$ cat src/rtl/vga_console_writer.sv
// vga_console_writer
//   Writer side of the vga character-RAM write port. Accepts a valid/ready
//   byte stream, keeps a text cursor, interprets control codes and emits
//   single-cycle character writes. Clears the whole screen after reset and
//   on form feed, since the vga RAM powers up holding garbage.
//
//   Optional feature macro: CONSOLE_CLEAR_LINE_EN -- when defined, every row
//   advance blanks the newly entered row before accepting more input.
//
// Ports
//   CLK               in   system clock, rising edge
//   RST               in   asynchronous active-high reset
//   in_data[7:0]      in   byte from CPU (ASCII or control code)
//   in_valid          in   in_data valid
//   in_ready          out  byte accepted when in_valid && in_ready
//   write_char[7:0]   out  character to store
//   write_char_pos    out  linear position row*COLS+col
//   write_char_strobe out  one-cycle write pulse
//   cursor_pos        out  current linear cursor position
module vga_console_writer #(
  parameter int COLS  = 80,
  parameter int ROWS  = 25,
  parameter int POS_W = 11
) (
  input  logic             CLK,
  input  logic             RST,
  input  logic [7:0]       in_data,
  input  logic             in_valid,
  output logic             in_ready,
  output logic [7:0]       write_char,
  output logic [POS_W-1:0] write_char_pos,
  output logic             write_char_strobe,
  output logic [POS_W-1:0] cursor_pos
);

  localparam int CW    = $clog2(COLS);
  localparam int RW    = $clog2(ROWS);
  localparam int TOTAL = COLS * ROWS;

`ifdef CONSOLE_CLEAR_LINE_EN
  typedef enum logic [1:0] {S_IDLE, S_CLEAR, S_CLEAR_LINE} state_t;
`else
  typedef enum logic [1:0] {S_IDLE, S_CLEAR} state_t;
`endif

  state_t           state;
  logic [CW-1:0]    col;
  logic [RW-1:0]    row;
  logic [POS_W-1:0] row_base;
  logic [POS_W-1:0] clr_addr;

  logic             at_last_col;
  logic             at_last_row;
  logic [RW-1:0]    nl_row;
  logic [POS_W-1:0] nl_base;
  logic [POS_W-1:0] cur_pos;
  logic             accept;
  logic             printable;
  logic             newline;

  // row_base tracks row*COLS incrementally so no multiplier is needed
  always_comb begin
    at_last_col = (col == CW'(COLS - 1));
    at_last_row = (row == RW'(ROWS - 1));
    nl_row      = at_last_row ? '0 : row + 1'b1;
    nl_base     = at_last_row ? '0 : row_base + POS_W'(COLS);
    cur_pos     = row_base + POS_W'(col);
    accept      = in_valid && in_ready && (state == S_IDLE);
    printable   = (in_data >= 8'h20) && (in_data <= 8'h7E);
    newline     = (printable && at_last_col) || (in_data == 8'h0A);
  end

  always_ff @(posedge CLK or posedge RST) begin
    if (RST) begin
      state             <= S_CLEAR;
      clr_addr          <= '0;
      col               <= '0;
      row               <= '0;
      row_base          <= '0;
      in_ready          <= 1'b0;
      write_char        <= '0;
      write_char_pos    <= '0;
      write_char_strobe <= 1'b0;
      cursor_pos        <= '0;
    end else begin
      write_char_strobe <= 1'b0;
      case (state)
        S_IDLE: begin
          if (accept) begin
            if (printable) begin
              write_char_strobe <= 1'b1;
              write_char        <= in_data;
              write_char_pos    <= cur_pos;
            end
            if (newline) begin
              col        <= '0;
              row        <= nl_row;
              row_base   <= nl_base;
              cursor_pos <= nl_base;
`ifdef CONSOLE_CLEAR_LINE_EN
              state      <= S_CLEAR_LINE;
              in_ready   <= 1'b0;
              clr_addr   <= nl_base;
`endif
            end else if (printable) begin
              col        <= col + 1'b1;
              cursor_pos <= cur_pos + 1'b1;
            end else begin
              case (in_data)
                8'h0D: begin
                  col        <= '0;
                  cursor_pos <= row_base;
                end
                8'h08: begin
                  if (col != '0) begin
                    col               <= col - 1'b1;
                    cursor_pos        <= cur_pos - 1'b1;
                    write_char_strobe <= 1'b1;
                    write_char        <= 8'h20;
                    write_char_pos    <= cur_pos - 1'b1;
                  end
                end
                8'h0C: begin
                  state    <= S_CLEAR;
                  in_ready <= 1'b0;
                  clr_addr <= '0;
                end
                default: ;
              endcase
            end
          end
        end

        S_CLEAR: begin
          write_char_strobe <= 1'b1;
          write_char        <= 8'h20;
          write_char_pos    <= clr_addr;
          if (clr_addr == POS_W'(TOTAL - 1)) begin
            state      <= S_IDLE;
            in_ready   <= 1'b1;
            col        <= '0;
            row        <= '0;
            row_base   <= '0;
            cursor_pos <= '0;
          end else begin
            clr_addr <= clr_addr + 1'b1;
          end
        end

`ifdef CONSOLE_CLEAR_LINE_EN
        // row_base already points at the new row; cursor sits at its col 0
        S_CLEAR_LINE: begin
          write_char_strobe <= 1'b1;
          write_char        <= 8'h20;
          write_char_pos    <= clr_addr;
          if (clr_addr == row_base + POS_W'(COLS - 1)) begin
            state    <= S_IDLE;
            in_ready <= 1'b1;
          end else begin
            clr_addr <= clr_addr + 1'b1;
          end
        end
`endif

        default: state <= S_IDLE;
      endcase
    end
  end

endmodule
$ cat config.mk
export PLATFORM = sky130hd
export DESIGN_NAME = vga_console_writer
export DESIGN_NICKNAME = d
export VERILOG_FILES = /design/src/rtl/vga_console_writer.sv
export SDC_FILE = /design/constraint.sdc
export NUM_CORES = 1
export LEC_CHECK = 0
export ABC_AREA = 0
export BUFFER_PORTS_ARGS = -buffer_cell sky130_fd_sc_hd__buf_2
export CELL_PAD_IN_SITES_DETAIL_PLACEMENT = 0
export CELL_PAD_IN_SITES_GLOBAL_PLACEMENT = 2
export CORE_MARGIN = 2
export CORE_UTILIZATION = 33
export CTS_CLUSTER_SIZE = 20
export DETAILED_ROUTE_END_ITERATION = 7
export PLACE_DENSITY = 0.8
export SLEW_MARGIN = 20
export SYNTH_ARGS = -nofsm -noshare
export SYNTH_HDL_FRONTEND = slang
export SYNTH_SLANG_ARGS = --single-unit
$ cat constraint.sdc
create_clock -name CLK -period 3.2 [get_ports CLK]
set_input_delay 0.32 -clock CLK [delete_from_list [all_inputs] [get_ports CLK]]
set_output_delay 0.32 -clock CLK [all_outputs]
set_load 0.005 [all_outputs]
After elaboration in Yosys (flattened, before gate mapping):

Index checks and enable logic that the tools add are counted.
Widths: inputs -> output; s select.

* add/sub/neg operators: 8
* $lt $le $gt $ge: 2
* reduce and logical (&&, ||, !) cells: 14
* multiplexer cells: 62
* equality and inequality tests: 17

Operators with widths (number)
* $mux 11: 19
* $pmux 11 s2: 5
* $mux 8: 6
* $mux 7: 5
* $eq 8x4->1 const B: 4
* $pmux 7 s2: 2
* $add 11x1->11 const B: 2
* $mux 5: 4
* $pmux 8 s2: 1
* $ne 2x2->1 const B: 6
* $reduce_and 6->1: 2
* $add 11x7->11: 1
* $add 11x7->11 const B: 1
* $eq 11x11->1 const B: 1
* $mux 1: 11
* $sub 11x1->11 const B: 1
* $mux 2: 5
* $pmux 5 s2: 1
* $reduce_and 5->1: 2
* $ge 8x6->1 const B: 1
* $le 8x7->1 const B: 1
* $add 7x1->7 const B: 1
* $eq 7x7->1 const B: 1
* $reduce_bool 7->1: 1
* 15 further kinds: 19

* output and inout bits: 32
* bits in registers: 68

Logic depth before layout (Yosys ltp):

* depth in word-level cells: 9
* depth in mapped cells: 10

Worst setup path before layout:

Ideal clock, no wire load.

* path kind: reg-to-reg
* start: register col[0]
* end: register cursor_pos[9]
* setup time: 66 ps
* stages on the path, launching flop included: 11
* setup slack: 159 ps
* data arrival time: 2975 ps
* required time: 3134 ps
* clock period less this slack: 3041 ps
* path buffers: 0
* cell sequence: dfrtp_1 > ha_1 > fa_1 > a211o_1 > o21ai_1 > xnor2_2 > nor4_1 > nand3_1 > xnor2_1 > a2111oi_0 > a221o_1

* cells in the longest elaborated chain, start to end: 8
* elaborated cells on any way between the ends: 16
* those cells by class: 3 x add/sub; 3 x eq/ne; 6 x mux; 4 x reduce/logical

Ends and longest elaborated chain
* from (decl): RTL line 47 `logic [CW-1:0] col;`
* from (signal assigned): RTL line 106 `col <= col + 1'b1;`
* from (signal assigned): RTL line 116 `col <= col - 1'b1;`
* $add 11x7->11: RTL line 67 `cur_pos = row_base + POS_W'(col);`
* $sub 11x1->11: RTL line 117 `cursor_pos <= cur_pos - 1'b1;`
* $mux 11: RTL line 115 `if (col != '0) begin`
* $pmux 11 s2: RTL line 109 `case (in_data)`
* $mux 11: RTL line 105 `end else if (printable) begin`
* $mux 11: RTL line 95 `if (newline) begin`
* $mux 11: RTL line 89 `if (accept) begin`
* $pmux 11 s2: RTL line 87 `case (state)`
* to (signal assigned): RTL line 99 `cursor_pos <= nl_base;`
* to (signal assigned): RTL line 107 `cursor_pos <= cur_pos + 1'b1;`
* to (signal assigned): RTL line 112 `cursor_pos <= row_base;`
* to (decl): RTL line 33 `output logic [POS_W-1:0] cursor_pos`

Several ways; a longest one is shown, not always the timed one. The select of a mux whose other input is x is not followed.
A chain may end at the register's enable or synchronous reset.

Final worst setup path:

Same ends and word-level chain as after synthesis.

==> results.cfg <==
[sta]
setup_viol_count_final = 0
whs_ps = 249
setup_ws_ps = 238
worst_slew_pin_slew_ps = 939
fmax_ghz = 0.338
maxSlewHeadroom = 0.370
finalMaxSlewViolations = 0
finalCriticalPeriod_ps = 2960
fin_skew_ps = 8.86
fin_crit_sh = 0.926
hold_viol = 0

[setup_path]
critPathArrivalTime_ps = 3190
criticalPathCategory = flop to flop
timing.rr.start = col[0]$_DFFE_PP0P_
path_max_fanout = 5
worstPathRequired_ps = 3430
worstRegToRegCells = 11
end_kind = flop
r2r-end = cursor_pos[9]$_DFFE_PP0P_
r2r_slack_ps = 240
start_kind = flop
crit_start = col[0]$_DFFE_PP0P_

[cts]
cts_made_buffers = 9
clockBufferDepth = 2
ctsHtreeMaxLevel = 3
cts_tree = done
clock_latency_ps = 350
clock-sinks = 67
cts.clk_slew.worst_paths_ps = 60
cts-root-buf = clkbuf_16
cts_hold_buffers = 0

[yosys]
ys_async_sr_fraction = 1.00
syn_avg_cell_area_um2 = 8.27
synth_cell_type_count = 69
ys.flop_type = dfrtp_1
synth_nets = 575
syn-cell-area_um2 = 4530
netlist_instances = 548
ys_warn_count = 0
seq_area_frac_synth = 0.370
yosys_register_bits = 67
synth_edf_count = 0

[route]
wl_per_cell_um = 17.8
drc = 0
drt-initial-drc-count = 375
ant_nets = 0
drt_first_pass_iters = 5
vias = 4382
drt-total-wl_um = 14100
viasPerCell = 5.52

[floorplanning]
dieWidth_um = 121
dieHeight_um = 121
rows = 42
initial_utilization = 0.339
io-pin-count = 43
core_area_um2 = 13300
die-area_um2 = 14700

[pwr]
p_switching_mw = 0.443
power_switching_share = 0.229
combPwrFrac = 0.040
clkPwrFrac = 0.522
seq_power_share = 0.438
p_int_mw = 1.49
peakVddDrop_mv = 0.215
p_leak_nw = 2.37
p_per_area_nw_per_um2 = 354

[grt]
grt.total_usage = 0.203
gr-total-overflow = 0
grt_start_max_net_pins = 68
antenna_found_initial = 0
grt_pass1_wl_um = 22900
grt_pass1_vias = 4336

[placed_design]
dpl.hpwl_um = 10300
place_area_um2 = 5130
port_buffers = 42
dpl_worst_slack_ps = 72.0
gp_congestion = 0.939

[final_layout]
drive_above_1_share = 0.184
syn_to_final_growth_pct = 20.5
fillerInstances = 1402
postLayoutCellArea_um2 = 5460
nets = 640
n_antenna_cell = 0

[job]
max-cap-violations = 0

[worst_hold_path]
hold_path_class = primary input to asynchronous set/reset pin

[status]
run_status = finished clean
[layer usage]
| layer | GRT usage | wire length (um) | up-vias |
|---|---|---|---|
| met1 | 0.277 | 6700 | 2141 |
| met4 | 0.0711 | 259 | 0 |
| met3 | 0.0442 | 588 | 22 |
| li1 | - | - | 2140 |
| met2 | 0.317 | 6550 | 79 |
| met5 | 0 | 0 | - |
[placed cells by master, fill, tap and decap left out, types with 14 or more instances in the layout]
| master | count |
|---|---|
| nand2_1 | 53 |
| xnor2_1 | 15 |
| ha_1 | 14 |
| dfrtp_1 | 66 |
| nor2_1 | 64 |
| o21ai_0 | 58 |
| inv_1 | 21 |
| nand3_1 | 21 |
| buf_2 | 42 |
| a21oi_1 | 35 |
| buf_4 | 37 |
[layout make-up]
cell class	instances	area (um2)	share of cell area
well taps	176	220	0.0403
multi-input cells	433	2690	0.493
clock buffers	12	246	0.0451
repair buffers	79	488	0.0893
flip-flops and latches	67	1680	0.307
clock inverters	4	50.0	0.00916
inverters	23	86.3	0.0158
[repair_timing]
item / CTS / global route
resized for setup: 0 / 6
buffers inserted: 0 / 1
setup endpoints to repair: 0 / 6
[kinds of logic (layout without fill, tap and decap cells)]
family                   after synthesis  in the layout  share of synthesized area
AO/OA/AOI/OAI                        190            190                      0.273
XOR/XNOR                              26             26                     0.0536
adder cells (fa/ha/maj)               16             16                     0.0458
buffers and inverters                 48            118                     0.0406
flip-flops                            67             67                      0.370
multiplexers                           1              1                    0.00249
AND/OR/NAND/NOR                      200            200                      0.214
[worst max path at each step]
stage / end / slack, ps / depth (start not counted)
2_1_floorplan: cursor_pos[9]$_DFFE_PP0P_ / 160 / 10
3_3_place_gp: cursor_pos[9]$_DFFE_PP0P_ / 130 / 10
3_5_place_dp: cursor_pos[9]$_DFFE_PP0P_ / 70 / 10
4_1_cts: cursor_pos[9]$_DFFE_PP0P_ / 50 / 10
5_1_grt: cursor_pos[9]$_DFFE_PP0P_ / -40 / 10
6_report: cursor_pos[9]$_DFFE_PP0P_ / 240 / 11
[critical path: stages, from the launching register on]
cell      delay [ps]
dfrtp_1          390
ha_2             210
fa_2             390
a211o_1          330
a2111o_1         390
nand3_1          110
buf_4            150
nand2_1           80
nor4_2           250
xor2_1           170
nand2_1           70
a221o_1          300
[per-stage QoR]
stage	setup TNS, ps	total power, mW	instances	util
2_1_floorplan	0	0.907	548	-
3_3_place_gp	0	0.940	777	0.385
3_5_place_dp	0	0.940	777	0.385
4_1_cts	0	1.96	793	0.407
5_1_grt	-37.4	2.01	794	0.409
6_report	0	1.93	794	0.409
[flip-flops by register name, summed over array words and instances (netlist names)]
| name | cells |
|---|---|
| row_base | 11 |
| cursor_pos | 11 |
| write_char_pos | 11 |
| in_ready | 1 |
| clr_addr | 11 |
| row | 5 |
| write_char_strobe | 1 |
| state | 1 |
| col | 7 |
| write_char | 8 |
[Yosys cell counts, types with 3 or more instances]
| library cell | count | share of area |
|---|---|---|
| nor2b_1 | 5 | 0.0069 |
| dfrtp_1 | 66 | 0.36 |
| nand2_1 | 53 | 0.044 |
| or3_1 | 6 | 0.0083 |
| a21o_1 | 4 | 0.0066 |
| a221oi_1 | 4 | 0.0077 |
| clkbuf_1 | 22 | 0.018 |
| xnor2_1 | 15 | 0.029 |
| o221ai_1 | 4 | 0.0077 |
| a22oi_1 | 12 | 0.020 |
| a31oi_1 | 4 | 0.0055 |
| o21ai_1 | 4 | 0.0044 |
| nand3_1 | 21 | 0.023 |
| xor2_1 | 9 | 0.017 |
| nand2b_1 | 4 | 0.0055 |
| o21ai_0 | 58 | 0.064 |
| and2_1 | 5 | 0.0069 |
| inv_1 | 22 | 0.018 |
| a22o_1 | 4 | 0.0077 |
| nand4_1 | 5 | 0.0069 |
| o31ai_1 | 13 | 0.022 |
| a211oi_1 | 6 | 0.0099 |
| nor2_1 | 64 | 0.053 |
| ha_1 | 15 | 0.041 |
| buf_2 | 3 | 0.0033 |
| nor3_1 | 11 | 0.012 |
| nor4_1 | 7 | 0.0097 |
| a21oi_1 | 35 | 0.039 |
| and3_1 | 7 | 0.0097 |
| o22ai_1 | 9 | 0.012 |
| o21a_1 | 5 | 0.0083 |
[power by group through the flow]
stage          Sequential (mW)  Combinational [mW]  Clock, mW
2_1_floorplan            0.863              0.0444          0
3_3_place_gp             0.863              0.0772          0
3_5_place_dp             0.863              0.0776          0
4_1_cts                  0.848              0.0781       1.04
5_1_grt                  0.847              0.0871       1.07
6_report                 0.848              0.0769       1.01
No activity file was read; power rests on OpenSTA's default activity.
